## config.mk

```make
export PLATFORM = sky130hd
export DESIGN_NAME = fetch_stage
export DESIGN_NICKNAME = d
export VERILOG_FILES = /design/src/rtl/rv_pipe_pkg.sv /design/src/rtl/if_id_reg.sv /design/src/rtl/fetch_stage.sv
export SDC_FILE = /design/constraint.sdc
export NUM_CORES = 1
export LEC_CHECK = 0
export ABC_AREA = 1
export ABC_CLOCK_PERIOD_IN_PS = 2000
export BUFFER_PORTS_ARGS = -buffer_cell sky130_fd_sc_hd__buf_2
export CORE_MARGIN = 1
export CORE_UTILIZATION = 48
export CTS_CLUSTER_DIAMETER = 50
export CTS_CLUSTER_SIZE = 40
export DETAILED_ROUTE_END_ITERATION = 8
export PLACE_DENSITY = 0.78
export RECOVER_POWER = 50
export SETUP_SLACK_MARGIN = 0.02
export SLEW_MARGIN = 10
export SYNTH_ARGS = -nofsm -noshare
export SYNTH_HDL_FRONTEND = slang
export SYNTH_HIERARCHICAL = 1
export SYNTH_SLANG_ARGS = --single-unit
```

## constraint.sdc

```tcl
create_clock -name clk -period 2 [get_ports clk]
set_clock_uncertainty 0.05 [all_clocks]
set_input_delay 0.1 -clock clk [delete_from_list [all_inputs] [get_ports clk]]
set_output_delay 0.1 -clock clk [all_outputs]
set_load 0.03 [all_outputs]
```

## src/rtl/rv_pipe_pkg.sv

```systemverilog
// Shared pipeline definitions: data width, fetch FSM encoding and the bubble
// instruction that decode also recognises.
package rv_pipe_pkg;
    localparam int XLEN = 32;
    localparam logic [XLEN-1:0] NOP_INSTR = 32'h0000_0013;

    typedef enum logic [1:0] {REQ, WAIT, HOLD, DROP} fetch_state_t;

    // Instruction addresses are word aligned; low bits of a target are dropped.
    function automatic logic [XLEN-1:0] pc_align(input logic [XLEN-1:0] pc);
        return {pc[XLEN-1:2], 2'b00};
    endfunction
endpackage

```

## src/rtl/if_id_reg.sv

```systemverilog
// IF/ID pipeline register: kill beats load, load beats hold, and an unstalled
// cycle with nothing to load becomes a bubble.
module if_id_reg #(
    parameter logic [31:0] NOP_INSTR = rv_pipe_pkg::NOP_INSTR
) (
    input  logic        clk,
    input  logic        reset,
    input  logic        kill,
    input  logic        load,
    input  logic        stall,
    input  logic [31:0] ld_pc,
    input  logic [31:0] ld_instr,
    output logic [31:0] pc_d,
    output logic [31:0] pcplus4_d,
    output logic [31:0] instr_d,
    output logic        valid_d
);
    always_ff @(posedge clk or negedge reset) begin
        if (!reset) begin
            pc_d      <= '0;
            pcplus4_d <= '0;
            instr_d   <= NOP_INSTR;
            valid_d   <= 1'b0;
        end else if (kill) begin
            instr_d <= NOP_INSTR;
            valid_d <= 1'b0;
        end else if (load) begin
            pc_d      <= ld_pc;
            pcplus4_d <= ld_pc + 32'd4;
            instr_d   <= ld_instr;
            valid_d   <= 1'b1;
        end else if (!stall) begin
            instr_d <= NOP_INSTR;
            valid_d <= 1'b0;
        end
    end
endmodule

```

## src/rtl/fetch_stage.sv

```systemverilog
// Instruction fetch: single-outstanding request FSM, PC update and redirect
// handling, feeding the IF/ID register.
module fetch_stage #(
    parameter logic [31:0] RESET_PC  = 32'h0000_0000,
    parameter logic [31:0] NOP_INSTR = rv_pipe_pkg::NOP_INSTR
) (
    input  logic        clk,
    input  logic        reset,
    input  logic        stall_f,
    input  logic        flush_d,
    input  logic        redirect_valid,
    input  logic [31:0] redirect_pc,
    output logic        imem_req,
    output logic [31:0] imem_addr,
    input  logic        imem_gnt,
    input  logic        imem_rvalid,
    input  logic [31:0] imem_rdata,
    output logic [31:0] pc_f,
    output logic [31:0] pc_d,
    output logic [31:0] pcplus4_d,
    output logic [31:0] instr_d,
    output logic        valid_d
);
    import rv_pipe_pkg::*;

    fetch_state_t state;
    logic [31:0]  pc_q;
    logic [31:0]  hold_q;
    logic         load;
    logic [31:0]  ld_instr;

    // Reset forces the state to REQ, so the request is also gated by reset.
    assign imem_req  = reset && (state == REQ);
    assign imem_addr = pc_q;
    assign pc_f      = pc_q;

    assign load     = !redirect_valid && !stall_f &&
                      (((state == WAIT) && imem_rvalid) || (state == HOLD));
    assign ld_instr = (state == HOLD) ? hold_q : imem_rdata;

    always_ff @(posedge clk or negedge reset) begin
        if (!reset) begin
            state  <= REQ;
            pc_q   <= RESET_PC;
            hold_q <= '0;
        end else if (redirect_valid) begin
            pc_q   <= pc_align(redirect_pc);
            hold_q <= '0;
            case (state)
                REQ:     state <= imem_gnt ? DROP : REQ;
                WAIT:    state <= imem_rvalid ? REQ : DROP;
                HOLD:    state <= REQ;
                default: state <= DROP;
            endcase
        end else begin
            if (load)
                pc_q <= pc_q + 32'd4;
            case (state)
                REQ:  if (imem_gnt) state <= WAIT;
                WAIT: if (imem_rvalid) begin
                    if (stall_f) begin
                        hold_q <= imem_rdata;
                        state  <= HOLD;
                    end else begin
                        state <= REQ;
                    end
                end
                HOLD: if (!stall_f) state <= REQ;
                default: if (imem_rvalid) state <= REQ;
            endcase
        end
    end

    // Flush and redirect both kill IF/ID; flush alone leaves fetch untouched.
    if_id_reg #(.NOP_INSTR(NOP_INSTR)) u_if_id (
        .clk       (clk),
        .reset     (reset),
        .kill      (flush_d || redirect_valid),
        .load      (load),
        .stall     (stall_f),
        .ld_pc     (pc_q),
        .ld_instr  (ld_instr),
        .pc_d      (pc_d),
        .pcplus4_d (pcplus4_d),
        .instr_d   (instr_d),
        .valid_d   (valid_d)
    );
endmodule

```

==> metrics.md <==
| Metric | Value |
|---|---|
| Crit path depth | 11 |
| CP arrival | 2.25 ns |
| Clk root buf | clkbuf_16 |
| First-pass GRT wire length | 42,100 um |
| Most common library cell in the layout ignoring fill and taps | nand2_1 |
| Via/cell ratio | 5.36 |
| Top Ports | 233 |
| Clock Sinks | 159 |
| CP Launch Type | flip-flop |
| Via count | 8,770 |
| Clock Pin Slew Worst Setup and Hold Paths | 0.07 ns |
| Final Cycle Share | 0.967 |
| Post-DR wirelength/cell | 16.5 um |
| Share of cells above drive strength 1 | 0.194 |
| Min-Delay Path Class | primary input to flip-flop |
| Adder-cell share of the synthesized area | 0.00294 |
| Max FO, Critical Path | 12 |
| Synth Area in Compound Gates | 0.100 |
| Simple-Gate Fraction of Synth Area | 0.316 |
| Main combinational cell family by area after synthesis | simple AND/OR/NAND/NOR gates |
| Routability cong. | 0.899 |
| Drt first pass iters | 5 |
| Multiplexer area fraction after synthesis | 0 |
| Synth warn | 6 |
| Synth cell types | 39 |
| Pwr per Cell Area | 1200 nW/um^2 |
| PortBufs | 226 |
| Worst skew pair latency | 0.43 ns |
| Worst-case clock buffer depth | 2 |
| H-Tree Depth | 4 |
| Final Max Slew Viols | 0 |
| Worst path max stage delay | 0.40 ns |
| Num rows | 48 |
| CP max-delay cell | dfrtp_1 |
| Detail Route Antenna Nets | 0 |
| R2r setup slk | 0.07 ns |
| Non-Filler Instances | 1,636 |
| Setup WS pre-CTS | 0.0905 ns |
| Final setup violation count | 0 |
| Crit-path cells | inv_2, nor2_4, nand2_4, a21oi_4, inv_2, nor2_4, buf_12, buf_16, nand2_1, or2_1, nand3_1 |
| Height of the die | 135 um |
| VDD IR-drop max | 0.985 mV |
| Die Footprint | 18,300 um^2 |
| Slew HR | 0.208 |
| CTS tree | done |
| Post-Synth XOR/XNOR Area | 0.0134 |
| Yosys reg bits | 159 |
| WP buf/inv | 4 |
| Worst R2R Path Depth | 11 |
| Status | complete, no violations |
| Multi-input gate area | 3740 um^2 |
| Leakage | 5.44 nW |
| Reg area | 3980 um^2 |
| Number of max-cap violations | 0 |
| Largest net degree at the start of global routing | 86 |
| Minimum clock period after layout | 1.93 ns |
| Worst Tran Pin Value | 1.19 ns |
| Worst Path Class, Setup | flip-flop to flip-flop |
| Avg Cell Area, Syn | 7.63 um^2 |
| Vias in the first global route | 8,226 |
| Die X | 135 um |
| Max Freq | 517 MHz |
| GRT Residual Overflow | 0 |
| Fillers | 1,479 |
| Fin. Hold Viols | 0 |
| CP startpoint | state[0]$_DFFE_PN0P_ |
| Post-Syn Area | 8520 um^2 |
| FF-to-FF Start | state[0]$_DFFE_PN0P_ |
| CORE AREA | 17,300 um^2 |
| Post-Syn Instances | 1,117 |
| Area Growth Syn to Fin | 30.3% |
| Slack of the critical path | 0.0667 ns |
| Starting density of the core | 0.493 |
| Crit path capture type | flip-flop |
| Initial antenna violation count | 0 |
| CTS buffer count | 17 |
| Nets@finish | 1,471 |
| Register area share after synthesis | 0.467 |
| GRT Total Usage | 0.296 |
| # diodes | 0 |
| Cell total after placement | 1,536 |
| Final wirelength | 26,900 um |
| Worst hold path cell count | 5 |
| Crit path to | u_if_id/pcplus4_d[15]$_DFFE_PN0P_ |
| Initial DRC Count | 910 |
| Delay-heaviest family, CP | simple AND/OR/NAND/NOR gates |
| Most frequent cells in the layout | nand2_1 (345), dfrtp_1 (155), buf_2 (146), nor2_1 (122), nand3_1 (109) |
| HPWL Detailed | 17,800 um |
| DRC viols | 0 |
| Capture point of the worst reg-to-reg path | u_if_id/pcplus4_d[15]$_DFFE_PN0P_ |
| Req. time, crit path | 2.32 ns |
-- cells by family (layout without fill, tap and decap cells) --
kind of cell    after synthesis  after routing
simple gates                634            634
buf+inv                     174            463
flops                       159            159
compound gates              134            134
xor+xnor                     13             13
fa+ha+maj                     2              2
other cells                   1              6
-- sequential cells by signal, summed over array words and instances, names as in the netlist --
name,flops
hold_q,32
imem_addr,30
state,2
u_if_id/instr_d,32
u_if_id/pc_d,32
u_if_id/pcplus4_d,30
u_if_id/valid_d,1
-- worst register-to-register path: stages, from the launching register on --
cell and delay, ns:
dfrtp_1 0.40, inv_2 0.08, nor2_4 0.14, nand2_4 0.09
a21oi_4 0.14, inv_2 0.07, nor2_4 0.22, buf_12 0.16
buf_16 0.14, nand2_1 0.09, or2_1 0.24, nand3_1 0.06
-- area by class of cell --
type,count,area share
flip-flops and latches,159,0.359
clock buffers,18,0.0387
multi-input cells,789,0.337
well taps,225,0.0254
inverters,94,0.0320
clock inverters,14,0.0162
repair buffers,337,0.192
-- worst min path at each step --
stage / start / end
5_1_grt: redirect_valid / state[0]$_DFFE_PN0P_
4_1_cts: redirect_valid / state[0]$_DFFE_PN0P_
2_1_floorplan: reset / hold_q[0]$_DFFE_PN0P_
3_5_place_dp: reset / imem_addr[20]$_DFFE_PN0P_
6_report: redirect_pc[20] / imem_addr[20]$_DFFE_PN0P_
3_3_place_gp: reset / imem_addr[20]$_DFFE_PN0P_
-- report_power, final --
group          leakage, nW  switching [mW]  internal (mW)
Sequential            2.04           0.808           4.03
Combinational         3.11            3.61           1.42
Clock                0.286            1.44           1.99
-- through the flow --
step	TNS, ns	utilization	power [mW]	instance area, um^2	hold WS [ns]
2_1_floorplan	0	-	8.21	8540	-0.246
3_5_place_dp	0	0.570	9.83	9850	-0.0613
5_1_grt	-0.0162	0.642	14.0	11100	0.0207
3_3_place_gp	0	0.570	9.70	9850	-0.0599
4_1_cts	0	0.641	13.3	11100	0.00333
6_report	0	0.642	13.3	11100	0.0157
-- cell usage after synthesis, drive strengths merged --
| cell | n | share of area |
|---|---|---|
| a21oi | 2 | 0.0025 |
| a22o | 29 | 0.030 |
| and2 | 4 | 0.0029 |
| buf | 69 | 0.053 |
| clkbuf | 11 | 0.0051 |
| conb | 1 | 0.00044 |
| dfrtp | 156 | 0.46 |
| dfstp | 3 | 0.0093 |
| ha | 2 | 0.0029 |
| inv | 94 | 0.041 |
| nand2 | 354 | 0.16 |
| nand3 | 110 | 0.066 |
| nand3b | 2 | 0.0018 |
| nand4 | 5 | 0.0037 |
| nor2 | 147 | 0.075 |
| nor3 | 5 | 0.0029 |
| nor3b | 2 | 0.0018 |
| o2111ai | 1 | 0.0010 |
| o211ai | 11 | 0.0097 |
| o21a | 2 | 0.0018 |
| o21ai | 84 | 0.051 |
| o21bai | 2 | 0.0018 |
| o22a | 3 | 0.0031 |
| or2 | 5 | 0.0037 |
| xnor2 | 5 | 0.0051 |
| xor2 | 8 | 0.0082 |
-- metal layers --
| metal | global-route usage | routed length, um | up-vias |
|---|---|---|---|
| li1 | - | - | 4098 |
| met1 | 0.399 | 10900 | 4091 |
| met2 | 0.454 | 12500 | 502 |
| met3 | 0.0587 | 2370 | 79 |
| met4 | 0.152 | 1080 | 0 |
| met5 | 0 | 0 | - |
-- what timing repair did --
action                                 4_1_cts  5_1_grt
cloned                                       0        2
pin swaps                                    0        2
endpoints found under the hold margin      243        0
buffers inserted                             0        3
gates resized for setup                      1       12
hold buffers                                63        0
setup endpoints to repair                    1       17
(Power assumes the default switching activity.)
